$ cat src/rtl/countdown_timer_mmss.sv
// rtl/countdown_timer_mmss.sv - BCD mm:ss countdown timer with pause, expiry alarm and load clamping.
// Optional: define COUNTDOWN_AUTO_RELOAD_EN to reload the last preset on expiry instead of alarming.
module countdown_timer_mmss #(
  parameter int MAX_MIN = 59
) (
  input  logic       CLK,
  input  logic       CLEAR,
  input  logic       TICK,
  input  logic       LOAD,
  input  logic [7:0] LOAD_MIN,
  input  logic [7:0] LOAD_SEC,
  input  logic       START,
  input  logic       STOP,
  output logic [7:0] MIN_BCD,
  output logic [7:0] SEC_BCD,
  output logic       RUNNING,
  output logic       DONE,
  output logic       ALARM
);

  typedef enum logic [1:0] {S_IDLE, S_RUN, S_PAUSE, S_EXPIRED} state_t;

  localparam logic [3:0] MAX_T = 4'(MAX_MIN / 10);
  localparam logic [3:0] MAX_O = 4'(MAX_MIN % 10);

  state_t      state;
  logic [7:0]  load_min_c;
  logic [7:0]  load_sec_c;
  logic [15:0] dec_val;
  logic [15:0] reload_val;
  logic        reload_ok;
  logic        count_zero;
  logic        count_one;

  function automatic logic [3:0] sat9(input logic [3:0] d);
    return (d > 4'd9) ? 4'd9 : d;
  endfunction

  function automatic logic [7:0] clamp_sec(input logic [7:0] v);
    logic [3:0] t;
    t = (v[7:4] > 4'd5) ? 4'd5 : v[7:4];
    return {t, sat9(v[3:0])};
  endfunction

  // Digits are saturated first, then the whole value is limited to MAX_MIN.
  function automatic logic [7:0] clamp_min(input logic [7:0] v);
    logic [3:0] t;
    logic [3:0] o;
    logic [6:0] bin;
    t   = sat9(v[7:4]);
    o   = sat9(v[3:0]);
    bin = {3'b000, t} * 7'd10 + {3'b000, o};
    if (bin > 7'(MAX_MIN)) return {MAX_T, MAX_O};
    return {t, o};
  endfunction

  // Digit-wise borrow chain; only called on a nonzero count.
  function automatic logic [15:0] dec_count(input logic [15:0] v);
    logic [3:0] mt, mo, st, so;
    {mt, mo, st, so} = v;
    if (so != 4'd0) so = so - 4'd1;
    else begin
      so = 4'd9;
      if (st != 4'd0) st = st - 4'd1;
      else begin
        st = 4'd5;
        if (mo != 4'd0) mo = mo - 4'd1;
        else begin
          mo = 4'd9;
          mt = mt - 4'd1;
        end
      end
    end
    return {mt, mo, st, so};
  endfunction

  assign load_min_c = clamp_min(LOAD_MIN);
  assign load_sec_c = clamp_sec(LOAD_SEC);
  assign dec_val    = dec_count({MIN_BCD, SEC_BCD});
  assign count_zero = (MIN_BCD == 8'h00) && (SEC_BCD == 8'h00);
  assign count_one  = (MIN_BCD == 8'h00) && (SEC_BCD == 8'h01);

`ifdef COUNTDOWN_AUTO_RELOAD_EN
  logic [15:0] preset;

  always_ff @(negedge CLK or negedge CLEAR) begin
    if (!CLEAR) preset <= 16'h0000;
    else if (LOAD && state != S_RUN) preset <= {load_min_c, load_sec_c};
  end

  assign reload_val = preset;
  assign reload_ok  = (preset != 16'h0000);
`else
  assign reload_val = 16'h0000;
  assign reload_ok  = 1'b0;
`endif

  always_ff @(negedge CLK or negedge CLEAR) begin
    if (!CLEAR) begin
      state   <= S_IDLE;
      MIN_BCD <= 8'h00;
      SEC_BCD <= 8'h00;
      RUNNING <= 1'b0;
      DONE    <= 1'b0;
      ALARM   <= 1'b0;
    end else begin
      DONE <= 1'b0;
      case (state)
        S_IDLE: begin
          if (LOAD) begin
            MIN_BCD <= load_min_c;
            SEC_BCD <= load_sec_c;
          end else if (START && !count_zero) begin
            state   <= S_RUN;
            RUNNING <= 1'b1;
          end
        end
        S_RUN: begin
          if (STOP) begin
            state   <= S_PAUSE;
            RUNNING <= 1'b0;
          end else if (TICK && !count_zero) begin
            if (count_one) begin
              DONE <= 1'b1;
              if (reload_ok) begin
                {MIN_BCD, SEC_BCD} <= reload_val;
              end else begin
                MIN_BCD <= 8'h00;
                SEC_BCD <= 8'h00;
                ALARM   <= 1'b1;
                RUNNING <= 1'b0;
                state   <= S_EXPIRED;
              end
            end else begin
              {MIN_BCD, SEC_BCD} <= dec_val;
            end
          end
        end
        S_PAUSE: begin
          if (LOAD) begin
            MIN_BCD <= load_min_c;
            SEC_BCD <= load_sec_c;
          end else if (START) begin
            if (!count_zero) begin
              state   <= S_RUN;
              RUNNING <= 1'b1;
            end else begin
              state <= S_IDLE;
            end
          end
        end
        S_EXPIRED: begin
          if (LOAD) begin
            MIN_BCD <= load_min_c;
            SEC_BCD <= load_sec_c;
            ALARM   <= 1'b0;
            state   <= S_IDLE;
          end else if (STOP) begin
            ALARM <= 1'b0;
            state <= S_IDLE;
          end
        end
        default: begin
          state   <= S_IDLE;
          RUNNING <= 1'b0;
        end
      endcase
    end
  end

endmodule

$ cat config.mk
export PLATFORM = sky130hd
export DESIGN_NAME = countdown_timer_mmss
export DESIGN_NICKNAME = d
export VERILOG_FILES = /design/src/rtl/countdown_timer_mmss.sv
export SDC_FILE = /design/constraint.sdc
export NUM_CORES = 1
export LEC_CHECK = 0
export BUFFER_PORTS_ARGS = -buffer_cell sky130_fd_sc_hd__buf_4
export CAP_MARGIN = 20
export CORE_MARGIN = 10
export CORE_UTILIZATION = 40
export DETAILED_ROUTE_END_ITERATION = 8
export HOLD_SLACK_MARGIN = 0.08
export PLACE_DENSITY = 0.73
export SETUP_SLACK_MARGIN = 0.02
export SLEW_MARGIN = 20
export SYNTH_ARGS = -nofsm -noshare
export SYNTH_HDL_FRONTEND = slang
export SYNTH_SLANG_ARGS = --single-unit
$ cat constraint.sdc
create_clock -name CLK -period 2 [get_ports CLK]
set_input_delay 0.3 -clock CLK [delete_from_list [all_inputs] [get_ports CLK]]
set_output_delay 0.3 -clock CLK [all_outputs]
set_load 0.01 [all_outputs]
# Word level (Yosys, flattened, before mapping)
# Cells that the tools add are included.
# word_totals
reg_bits	21
output_inout_bits	19
# op_classes
addsub	5
mul	1
magnitude_cmp	5
eq_ne	19
mux	56
n_reduce_logical	21
# op_table
operator	n
two-way mux 8 bit	10
two-way mux 4 bit	13
one-hot mux 8 bit (2 select lines)	2
two-way mux 1 bit	19
two-way mux 2 bit	9
!= test 3 bit (second input constant)	6
zero test 8 bit	2
!= test 2 bit (second input constant)	8
subtractor 4 x 1 -> 4 bit (second input constant)	4
> comparator 4 bit (second input constant)	3
nonzero test 4 bit	3
AND reduction 5 bit	2
equality test 8 x 1 -> 1 bit (second input constant)	1
one-hot mux 2 bit (4 select lines)	1
AND reduction 8 bit	1
adder 7 x 4 -> 7 bit	1
> comparator 7 x 6 -> 1 bit (second input constant)	1
AND reduction 7 bit	1
multiplier 4 x 3 -> 6 bit (second input constant)	1
AND reduction 6 bit	1
equality test 2 bit (second input constant)	2
> comparator 4 x 3 -> 1 bit (second input constant)	1
logical AND 1 bit	4
AND reduction 4 bit	1
10 further kinds	10

# Depth between registers and ports, before layout
# logic_depth
depth_word	9
ltp_mapped	12
ltp_nobuf	12

==> run summary <==
Via density per instance: 5.699. At the end of routability-driven placement, the weighted congestion stood at 0.8742. The mean area per synthesized cell was 8.259 um^2; the remaining routing DRC violations was 0. The effective utilization at floorplan is 0.4161.

No sink is reached through more buffers than the 2 on the longest clock path. At the worst endpoint, the arrival time is 2280 ps. In this run, distinct cell masters in the synthesized netlist total 57. The final layout contains routed wiring with a total length of 6166 um.

For this run, the leading register cell type out of synthesis is sky130_fd_sc_hd__dfrtn_1. Floorplan die area: 7181 um^2. The run finished, with violations left. The port buffer count is 40, and the HPWL after detailed placement is 4231 um. The synthesized design contains 21 register bits. For the share of synthesized area occupied by flip-flops and latches, the log shows 0.3134. The largest net degree at the start of global routing is 22, and the height of the die is 84.74 um. The worst setup path is launched from an input port. The logs give 2114 for the number of global-route vias before repair and 0.1576 for the combined global-route utilization of all metal layers. The worst register-to-register path begins at SEC_BCD[6].

The die width was 84.74 um; the pre-CTS setup slack was -1600 ps. The worst hold path passes through 2 cells. TritonCTS built the clock tree. The final reports fail on negative setup slack. The worst setup path is of the in2reg kind.

The fraction of synthesis flops using an asynchronous set or reset pin came out at 1.000. The number of nets in the layout came out at 353. The worst register-to-register path ends at MIN_BCD[0]. The worst min-delay path class was reg2reg.

In the synthesized netlist, the number of instances is 203. The CTS sink count is 21, and the worst endpoint required time is 1120 ps. Global routing finished with a remaining overflow of 0.

The number of hold buffers added after CTS was 0. The routed length per instance was 16.58 um; the tightest slew margin relative to the limit was 0.6694. The cell type with the largest total area after synthesis was sky130_fd_sc_hd__dfrtn_1. Yosys instantiated no cell more often than sky130_fd_sc_hd__nor2_1. The final hold violation count is 0, and the peak ir drop on the vdd network is 0.4958 mV.

The core box area was 4029 um^2. The floorplan has 23 rows. The fraction of final layout cells sized beyond drive strength 1 is 0.5217, and the area share of the largest cell type after synthesis is 0.3134. For the number of violations of the max-capacitance limit, the log shows 0. Of all nets on the critical path, the largest fanout is 2.

The cell area after synthesis was 1677 um^2. Sorting the synthesized cells by how often they occur yields sky130_fd_sc_hd__nor2_1, sky130_fd_sc_hd__o21ai_0, sky130_fd_sc_hd__dfrtn_1, sky130_fd_sc_hd__a21oi_1, sky130_fd_sc_hd__nand2_1. The worst-case reg-to-reg path depth was 5; the leakage power figure was 0.001378 uW. The startpoint identified for the worst hold timing path is state[0].

For the worst-skew pair, the clock arrives at the later sink with an insertion delay of 280 ps. In this run the remaining antenna-violating nets after routing total 0. The number of nets in the synthesized netlist is 233. In this run, synthesis inferred 0 flip-flops with an integrated enable. The setup check on the worst reg-to-reg path leaves a slack of -390 ps. Setup violations remaining at the end of the flow were counted as 37.

The count of final max-slew check failures is 0, and the global-route wire length before repair is 9577 um. In this run the count of I/O pins placed on the die edge is 41. Ranked by total cell area, the synthesized netlist is headed by sky130_fd_sc_hd__dfrtn_1, sky130_fd_sc_hd__o21ai_0, sky130_fd_sc_hd__nor2_1.

The clock transition at the registers of the reported paths was 60 ps. Dividing total power by cell area gives a power density of 1055 nW/um^2. The run gives 572.1 ps as the minimum hold slack. Post-route worst setup slack: -1165 ps. The H-tree level count is 1. Setup repair after global routing could not meet its margin everywhere.

0 antenna diodes ended up in the layout. At the pin with the least slew margin, the transition time is 488.3 ps. The number of antenna violations at the first check in global routing is 0. The worst hold path terminates at ALARM.

Clock tree synthesis selected as its root buffer the cell sky130_fd_sc_hd__clkbuf_8. The tools report the worst setup skew after layout as 3.703 ps. The capturing element type of the critical path was a register. The number of DRC markers after the initial detailed-route iteration is 151.

The detailed router placed 2120 vias in this run. The yosys synthesis warning count was 0; the number of iterations in the first detailed-routing pass was 4. The total CTS buffers was 3; the layout overhead on the synthesized area was 82.02%.
-- layout make-up --
type	instances	area [um^2]
Sequential cell	21	525.5
Clock inverter	1	5.005
Tap cell	50	62.56
Timing Repair Buffer	123	1096
Multi-Input combinational cell	166	1291
Fill cell	265	977.2
Inverter	8	30.03
Clock buffer	3	41.29
-- cells by family after synthesis --
logic type | after synthesis | share of synthesized area
compound gates | 72 | 0.2858
simple gates | 78 | 0.2560
other cells | 1 | 0.002237
xor+xnor | 3 | 0.01567
fa+ha+maj | 9 | 0.07015
mux | 3 | 0.01791
buf+inv | 16 | 0.03880
flops | 21 | 0.3134
-- per-stage QoR --
step                cells    util  instance area (um^2)  total power, uW  TNS [ps]
floorplan             203       -                  1760             1497     -8654
global route          372  0.7575                  3052             3413    -16180
detailed placement    346  0.6320                  2546             2346    -16540
finish                372  0.7575                  3052             3218    -14340
global placement      346  0.6320                  2546             2301    -15920
CTS                   368  0.7320                  2949             3083    -14340
-- power by group --
part           leakage [uW]  internal, uW  switching, uW
clock             0.0000255           139            154
combinational       0.00109          1230           1000
sequential         0.000258           583            113
total               0.00138          1950           1270
-- cells in the final DEF, fill, tap and decap left out, types with 3 or more instances in the layout --
cell type,count
sky130_fd_sc_hd__buf_4,79
sky130_fd_sc_hd__buf_6,42
sky130_fd_sc_hd__nor2_1,25
sky130_fd_sc_hd__dfrtn_1,21
sky130_fd_sc_hd__o21ai_1,12
sky130_fd_sc_hd__o21ai_0,11
sky130_fd_sc_hd__nand2_1,10
sky130_fd_sc_hd__a21oi_1,8
sky130_fd_sc_hd__inv_1,7
sky130_fd_sc_hd__o21ai_2,6
sky130_fd_sc_hd__a31oi_1,5
sky130_fd_sc_hd__nor2b_1,4
sky130_fd_sc_hd__nor3_1,4
sky130_fd_sc_hd__nand2b_1,3
sky130_fd_sc_hd__a21oi_2,3
sky130_fd_sc_hd__o22ai_1,3
sky130_fd_sc_hd__mux2i_1,3
sky130_fd_sc_hd__ha_4,3
sky130_fd_sc_hd__ha_1,3
sky130_fd_sc_hd__clkbuf_8,3
-- timing repair --
action                                  CTS  global route
endpoints found under the setup margin   37            38
setup buffers                            19            12
resized for setup                        57            24
pin swaps                                14            11
-- worst max-delay path by stage --
stage	end	depth (start not counted)	startpoint
6_report	MIN_BCD[3]	12	LOAD_MIN[6]
5_1_grt	MIN_BCD[5]	12	LOAD_MIN[6]
4_1_cts	MIN_BCD[3]	13	LOAD_MIN[7]
3_5_place_dp	MIN_BCD[3]	12	LOAD_MIN[5]
3_3_place_gp	MIN_BCD[3]	12	LOAD_MIN[5]
2_1_floorplan	MIN_BCD[3]	9	LOAD_MIN[5]
-- routing by layer --
layer,wire [um],GRT usage
met3,346,0.02222
met2,3114,0.2835
met1,2563,0.1809
met4,142,0.06437
met5,0,0
-- registers in the layout, indices dropped and copies added (netlist names) --
signal and flops:
ALARM 1, DONE 1, MIN_BCD 8, RUNNING 1, SEC_BCD 8, state 2
-- worst max-delay path, stage by stage --
cell and delay (ps):
sky130_fd_sc_hd__buf_8 100, sky130_fd_sc_hd__o21ai_2 120, sky130_fd_sc_hd__nand2b_1 110, sky130_fd_sc_hd__ha_4 180, sky130_fd_sc_hd__ha_4 150, sky130_fd_sc_hd__inv_2 50
sky130_fd_sc_hd__fa_2 440, sky130_fd_sc_hd__xor2_1 140, sky130_fd_sc_hd__nand2_1 80, sky130_fd_sc_hd__a2bb2oi_2 170, sky130_fd_sc_hd__and2_4 160, sky130_fd_sc_hd__o41a_1 300
(Power assumes the default switching activity.)
